`src/rtl/air_hockey_core_p.sv`:
```
// Two-player air-hockey game controller: puck flight, wall bounce, serve/return
// windows, scoring and win detection, all paced by an external tick strobe.
module air_hockey_core_p #(
  parameter int CW         = 3,
  parameter int X_MAX      = 7,
  parameter int Y_MAX      = 4,
  parameter int SW         = 2,
  parameter int WIN_SCORE  = 3,
  parameter int WAIT_TICKS = 2
) (
  input  logic          clk,
  input  logic          rst,
  input  logic          tick,
  input  logic          BTN_A,
  input  logic          BTN_B,
  input  logic [1:0]    DIR_A,
  input  logic [1:0]    DIR_B,
  input  logic [CW-1:0] Y_in_A,
  input  logic [CW-1:0] Y_in_B,
  output logic [CW-1:0] X_COORD,
  output logic [CW-1:0] Y_COORD,
  output logic [SW-1:0] score_a,
  output logic [SW-1:0] score_b,
  output logic [3:0]    state_o,
  output logic [1:0]    turn,
  output logic [1:0]    winner
);
  localparam int TW = $clog2(WAIT_TICKS + 1);

  typedef enum logic [3:0] {
    IDLE = 4'd0, DISPLAY = 4'd1, HIT_A = 4'd2, HIT_B = 4'd3,
    SEND_A = 4'd4, SEND_B = 4'd5, RESP_A = 4'd6, RESP_B = 4'd7,
    GOAL_A = 4'd8, GOAL_B = 4'd9, GAME_OVER = 4'd10
  } state_t;

  state_t          state, state_n;
  logic [TW-1:0]   timer, timer_n;
  logic [1:0]      dir_y, dir_n;
  logic [CW-1:0]   x_n, y_n;
  logic [SW-1:0]   sa_n, sb_n;
  logic [1:0]      turn_n, win_n;
  logic            expire;

  // Shot direction 11 is treated as straight.
  function automatic logic [1:0] dmap(input logic [1:0] d);
    return (d == 2'b11) ? 2'b00 : d;
  endfunction

  // One vertical step with reflection at the walls; returns {dir, y}.
  function automatic logic [CW+1:0] ystep(input logic [CW-1:0] y, input logic [1:0] d);
    case (d)
      2'b01:   return (y == CW'(Y_MAX)) ? {2'b10, y - CW'(1)} : {2'b01, y + CW'(1)};
      2'b10:   return (y == '0)         ? {2'b01, y + CW'(1)} : {2'b10, y - CW'(1)};
      default: return {d, y};
    endcase
  endfunction

  assign state_o = state;

  always_comb begin
    state_n = state;
    timer_n = timer;
    x_n     = X_COORD;
    y_n     = Y_COORD;
    dir_n   = dir_y;
    sa_n    = score_a;
    sb_n    = score_b;
    turn_n  = turn;
    win_n   = winner;
    expire  = tick && (timer == TW'(WAIT_TICKS - 1));
    if (tick && !(state inside {IDLE, HIT_A, HIT_B}))
      timer_n = expire ? '0 : timer + TW'(1);
    case (state)
      IDLE: begin
        if (BTN_A) begin
          turn_n = 2'b01; win_n = 2'b00; state_n = DISPLAY;
        end else if (BTN_B) begin
          turn_n = 2'b10; win_n = 2'b00; state_n = DISPLAY;
        end
      end
      DISPLAY: if (expire) state_n = (turn == 2'b01) ? HIT_A : HIT_B;
      HIT_A: begin
        if (BTN_A && Y_in_A <= CW'(Y_MAX)) begin
          x_n = '0; y_n = Y_in_A; dir_n = dmap(DIR_A); state_n = SEND_B;
        end
      end
      HIT_B: begin
        if (BTN_B && Y_in_B <= CW'(Y_MAX)) begin
          x_n = CW'(X_MAX); y_n = Y_in_B; dir_n = dmap(DIR_B); state_n = SEND_A;
        end
      end
      SEND_B: begin
        if (expire) begin
          {dir_n, y_n} = ystep(Y_COORD, dir_y);
          x_n = X_COORD + CW'(1);
          if (X_COORD == CW'(X_MAX - 1)) state_n = RESP_B;
        end
      end
      SEND_A: begin
        if (expire) begin
          {dir_n, y_n} = ystep(Y_COORD, dir_y);
          x_n = X_COORD - CW'(1);
          if (X_COORD == CW'(1)) state_n = RESP_A;
        end
      end
      // A hit wins over a window expiring on the same cycle.
      RESP_B: begin
        if (BTN_B && Y_in_B == Y_COORD) begin
          x_n = CW'(X_MAX - 1);
          {dir_n, y_n} = ystep(Y_COORD, dmap(DIR_B));
          state_n = SEND_A;
        end else if (expire) begin
          sa_n = score_a + SW'(1); state_n = GOAL_A;
        end
      end
      RESP_A: begin
        if (BTN_A && Y_in_A == Y_COORD) begin
          x_n = CW'(1);
          {dir_n, y_n} = ystep(Y_COORD, dmap(DIR_A));
          state_n = SEND_B;
        end else if (expire) begin
          sb_n = score_b + SW'(1); state_n = GOAL_B;
        end
      end
      GOAL_A: begin
        if (expire) begin
          if (score_a == SW'(WIN_SCORE)) begin
            win_n = 2'b01; turn_n = 2'b00; state_n = GAME_OVER;
          end else begin
            turn_n = 2'b10; state_n = HIT_B;
          end
        end
      end
      GOAL_B: begin
        if (expire) begin
          if (score_b == SW'(WIN_SCORE)) begin
            win_n = 2'b10; turn_n = 2'b00; state_n = GAME_OVER;
          end else begin
            turn_n = 2'b01; state_n = HIT_A;
          end
        end
      end
      GAME_OVER: begin
        if (expire) begin
          sa_n = '0; sb_n = '0; x_n = '0; y_n = '0; state_n = IDLE;
        end
      end
      default: state_n = IDLE;
    endcase
    if (state_n != state) timer_n = '0;
  end

  always_ff @(posedge clk or posedge rst) begin
    if (rst) begin
      state   <= IDLE;
      timer   <= '0;
      dir_y   <= 2'b00;
      X_COORD <= '0;
      Y_COORD <= '0;
      score_a <= '0;
      score_b <= '0;
      turn    <= 2'b00;
      winner  <= 2'b00;
    end else begin
      state   <= state_n;
      timer   <= timer_n;
      dir_y   <= dir_n;
      X_COORD <= x_n;
      Y_COORD <= y_n;
      score_a <= sa_n;
      score_b <= sb_n;
      turn    <= turn_n;
      winner  <= win_n;
    end
  end
endmodule
```
`config.mk`:
```
export PLATFORM = sky130hd
export DESIGN_NAME = air_hockey_core_p
export DESIGN_NICKNAME = d
export VERILOG_FILES = /design/src/rtl/air_hockey_core_p.sv
export SDC_FILE = /design/constraint.sdc
export NUM_CORES = 1
export LEC_CHECK = 0
export BUFFER_PORTS_ARGS = -buffer_cell sky130_fd_sc_hd__buf_2
export CAP_MARGIN = 20
export CORE_UTILIZATION = 30
export CTS_CLUSTER_DIAMETER = 40
export DETAILED_ROUTE_END_ITERATION = 8
export GPL_TIMING_DRIVEN = 0
export SYNTH_ARGS = -nofsm -noshare
export SYNTH_HDL_FRONTEND = slang
export SYNTH_SLANG_ARGS = --single-unit
```
`constraint.sdc`:
```
create_clock -name clk -period 1.8 [get_ports clk]
set_input_delay 0.18 -clock clk [delete_from_list [all_inputs] [get_ports clk]]
set_output_delay 0.18 -clock clk [all_outputs]
set_load 0.01 [all_outputs]
```
==> results.cfg <==
[sta]
period_share_pct = 110
final-hold-violation-count = 0
rsz0062_at_grt = yes
fin_hold_ws_ns = 0.0892
fin_worst_skew_ns = 0.0123
slew_headroom_pct = 39.4
slew_viol_final = 0
timing.final.ws_setup_ns = -0.184
setup_viol = 11
min_period_ns = 1.98
fmax_ghz = 0.504
max_slew.worst_pin.slew_ns = 0.908

[logic_synthesis]
syn-num-nets = 330
avgSynthCellArea_um2 = 7.84
syn_inst = 300
ys_async_sr_fraction_pct = 100
ys_types = 63
syn_area_um2 = 2350
ys_ff_latch = 22
synth_ff_type = dfrtp_1
ys_seq_area_share_pct = 23.4
yosys_warnings = 0
synth_edf_count = 0

[drt]
drt-total-wl_um = 7630
routed-via-count = 2547
drt.antenna.violating_nets = 0
wl_per_cell_um = 16.6
drt-pass1-iter-count = 4
drc = 0
drt_iter0_drc = 333
avgViaCountPerCell = 5.54

[placement]
place_area_um2 = 2670
gp_congestion = 0.915
io_buffers = 32
dpl.hpwl_um = 5250

[clocking]
cts_buffers = 3
h-tree-depth = 1
clk_latency_ns = 0.28
ctsHoldBuffers = 0
clk_pin_slew_worst_paths_ns = 0.09
max-clock-path-buffers = 2
cts_sinks = 22
cts_tree = yes
root_buffer = clkbuf_8

[finish]
fillers = 751
fin_nets = 392
multi_input_area_um2 = 1940
seq_area_um2 = 556
fin_area_um2 = 3220
synthToLayoutAreaGrowth_pct = 37.0
drive_above_1_share_pct = 39.9
num_antenna_cells = 0

[status]
status = finished, violations left
violations = negative setup slack

[floorplan]
start_util_pct = 31.7
fp.coreArea_um2 = 7410
rows = 31
die_area_um2 = 8190
fp.dieH_um = 90.5
design.portCount = 33
die-width_um = 90.5

[setup_path]
crit_slowest_cell = or3b_4
reg2reg_to = dir_y[1]$_DFFE_PP0P_
critPathTopFamily = simple AND/OR/NAND/NOR gates
cp-startpoint = state_o[3]$_DFF_PP0_
ff2ff_path_depth = 7
max_stage_delay_ns = 0.43
critPathKind = register to register
required_ns = 1.96
path_cells = buf_6, or3b_4, a221oi_4, a211oi_2, buf_4, nand2_2, mux2_4
crit_cells = 7
r2r-start = state_o[3]$_DFF_PP0_
endpoint = dir_y[1]$_DFFE_PP0P_
cp_data_arrival_time_ns = 2.14
cp-start-kind = register
cp_num_buf_inv = 2
crit_path_end_kind = register
worstPathMaxFanout = 8
reg2reg_slack_ns = -0.18

[power]
leakage_uw = 0.00138
power_density_nw_per_um2 = 1440
peakVddDrop_uv = 510

[grt]
grt_pass1_wl_um = 12500
grt_pass1_vias = 2500
grt_max_degree = 23
grt_antenna_before_repair = 0
overflow = 0
track_usage_pct = 18.6

[flow_run]
drv_cap = 0

[hold_path]
hp-class = input port to asynchronous set/reset pin
-- logic make-up (layout without fill, tap and decap cells) --
group / after synthesis / count (layout) / share of synthesized area, %
buf+inv: 36 / 97 / 7.29
fa+ha+maj: 15 / 15 / 7.98
simple gates: 110 / 110 / 26.0
flops: 22 / 22 / 23.4
mux: 8 / 8 / 3.62
compound gates: 101 / 101 / 28.7
xor+xnor: 8 / 8 / 2.98
-- layout make-up --
class,instances,share of cell area [%]
well taps,99,3.85
flip-flops and latches,22,17.2
inverters,17,2.14
multi-input cells,242,60.4
plain buffers,18,3.85
repair buffers,58,11.1
clock buffers,4,1.40
-- through the flow --
stage               utilization (%)  instances  total power (µW)  setup WS (ns)  TNS, ns
global placement               36.1        431              3430         -0.273    -2.26
global route                   43.5        460              4970         -0.282    -2.32
detailed placement             36.1        431              3430         -0.299    -2.37
floorplan                         -        300              2790        -0.0192  -0.0340
finish                         43.5        460              4650         -0.184    -1.27
CTS                            41.4        455              4310         -0.139   -0.862
-- per-layer routing --
layer / vias up / wire, µm / track usage [%]
met4: 0 / 51 / 3.90
met5: - / 0 / 0
met3: 6 / 466 / 3.20
li1: 1219 / - / -
met2: 82 / 3600 / 30.2
met1: 1240 / 3510 / 25.7
-- cell usage in the layout, fill, tap and decap left out, types with 4 or more instances in the layout --
cell	instances
a21o_1	5
a21oi_1	18
a21oi_2	5
buf_2	35
buf_4	28
buf_6	5
clkbuf_1	5
dfrtp_1	18
dfrtp_2	4
ha_1	14
inv_1	14
nand2_1	16
nand2_2	4
nand2b_1	7
nand3_1	9
nor2_1	30
nor2b_1	5
o21ai_0	14
o21ai_1	6
o21ai_2	4
o22ai_1	4
xnor2_1	4
xnor2_2	4
-- worst register-to-register path, delay by kind of cell, from the launching register on --
kind	cells	cell delay, ns
AOI/OAI and AO/OA	2	0.36
buffers and inverters	2	0.30
DFF	1	0.40
muxes	1	0.30
and+or+nand+nor	2	0.51
-- flip-flops by register name, summed over array words and instances (netlist names) --
signal,cells
state_o,4
X_COORD,3
Y_COORD,3
dir_y,2
score_a,2
score_b,2
timer,2
turn,2
winner,2
-- power breakdown --
part	internal [µW]	switching, µW	total, µW
Sequential	675	232	906
Combinational	1600	1810	3410
Clock	159	177	336
-- cells in the mapped netlist (all sizes together) (3+ instances only) --
cell type	number	area, µm²
xnor2	8	70.1
mux2	4	45.0
nor2	31	116
inv	17	63.8
clkbuf	4	15.0
a21o	5	37.5
a31oi	3	18.8
a211oi	6	50.1
o21ai	24	120
o21a	3	22.5
a32oi	4	35.0
nand3	9	45.0
nand2b	8	50.1
ha	15	188
a21oi	24	120
buf	15	92.6
o22ai	5	31.3
mux2i	4	40.0
dfrtp	22	551
and2	5	31.3
nand2	21	81.3
o211ai	3	22.5
nor3	5	41.3
o31ai	6	45.0
o22a	3	26.3
nor2b	11	76.3
-- worst min path at each step --
stage	from	to	slack [ns]
after global routing	rst	score_b[0]$_DFFE_PP0P_	0.18
final	rst	score_b[0]$_DFFE_PP0P_	0.09
after CTS	rst	score_b[1]$_DFFE_PP0P_	0.14
after floorplan	rst	X_COORD[0]$_DFFE_PP0P_	0.17
after global placement	rst	timer[0]$_DFFE_PP0P_	0.42
after detailed placement	rst	X_COORD[2]$_DFFE_PP0P_	0.45
-- timing repair --
| action | CTS | global route |
|---|---|---|
| cloned | 0 | 1 |
| pin swaps | 24 | 20 |
| resized for setup | 46 | 30 |
| setup buffers | 21 | 5 |
| hold endpoints to repair | 0 | 0 |
| setup endpoints to repair | 12 | 18 |
Note: power is estimated with default switching activity, not from simulation.
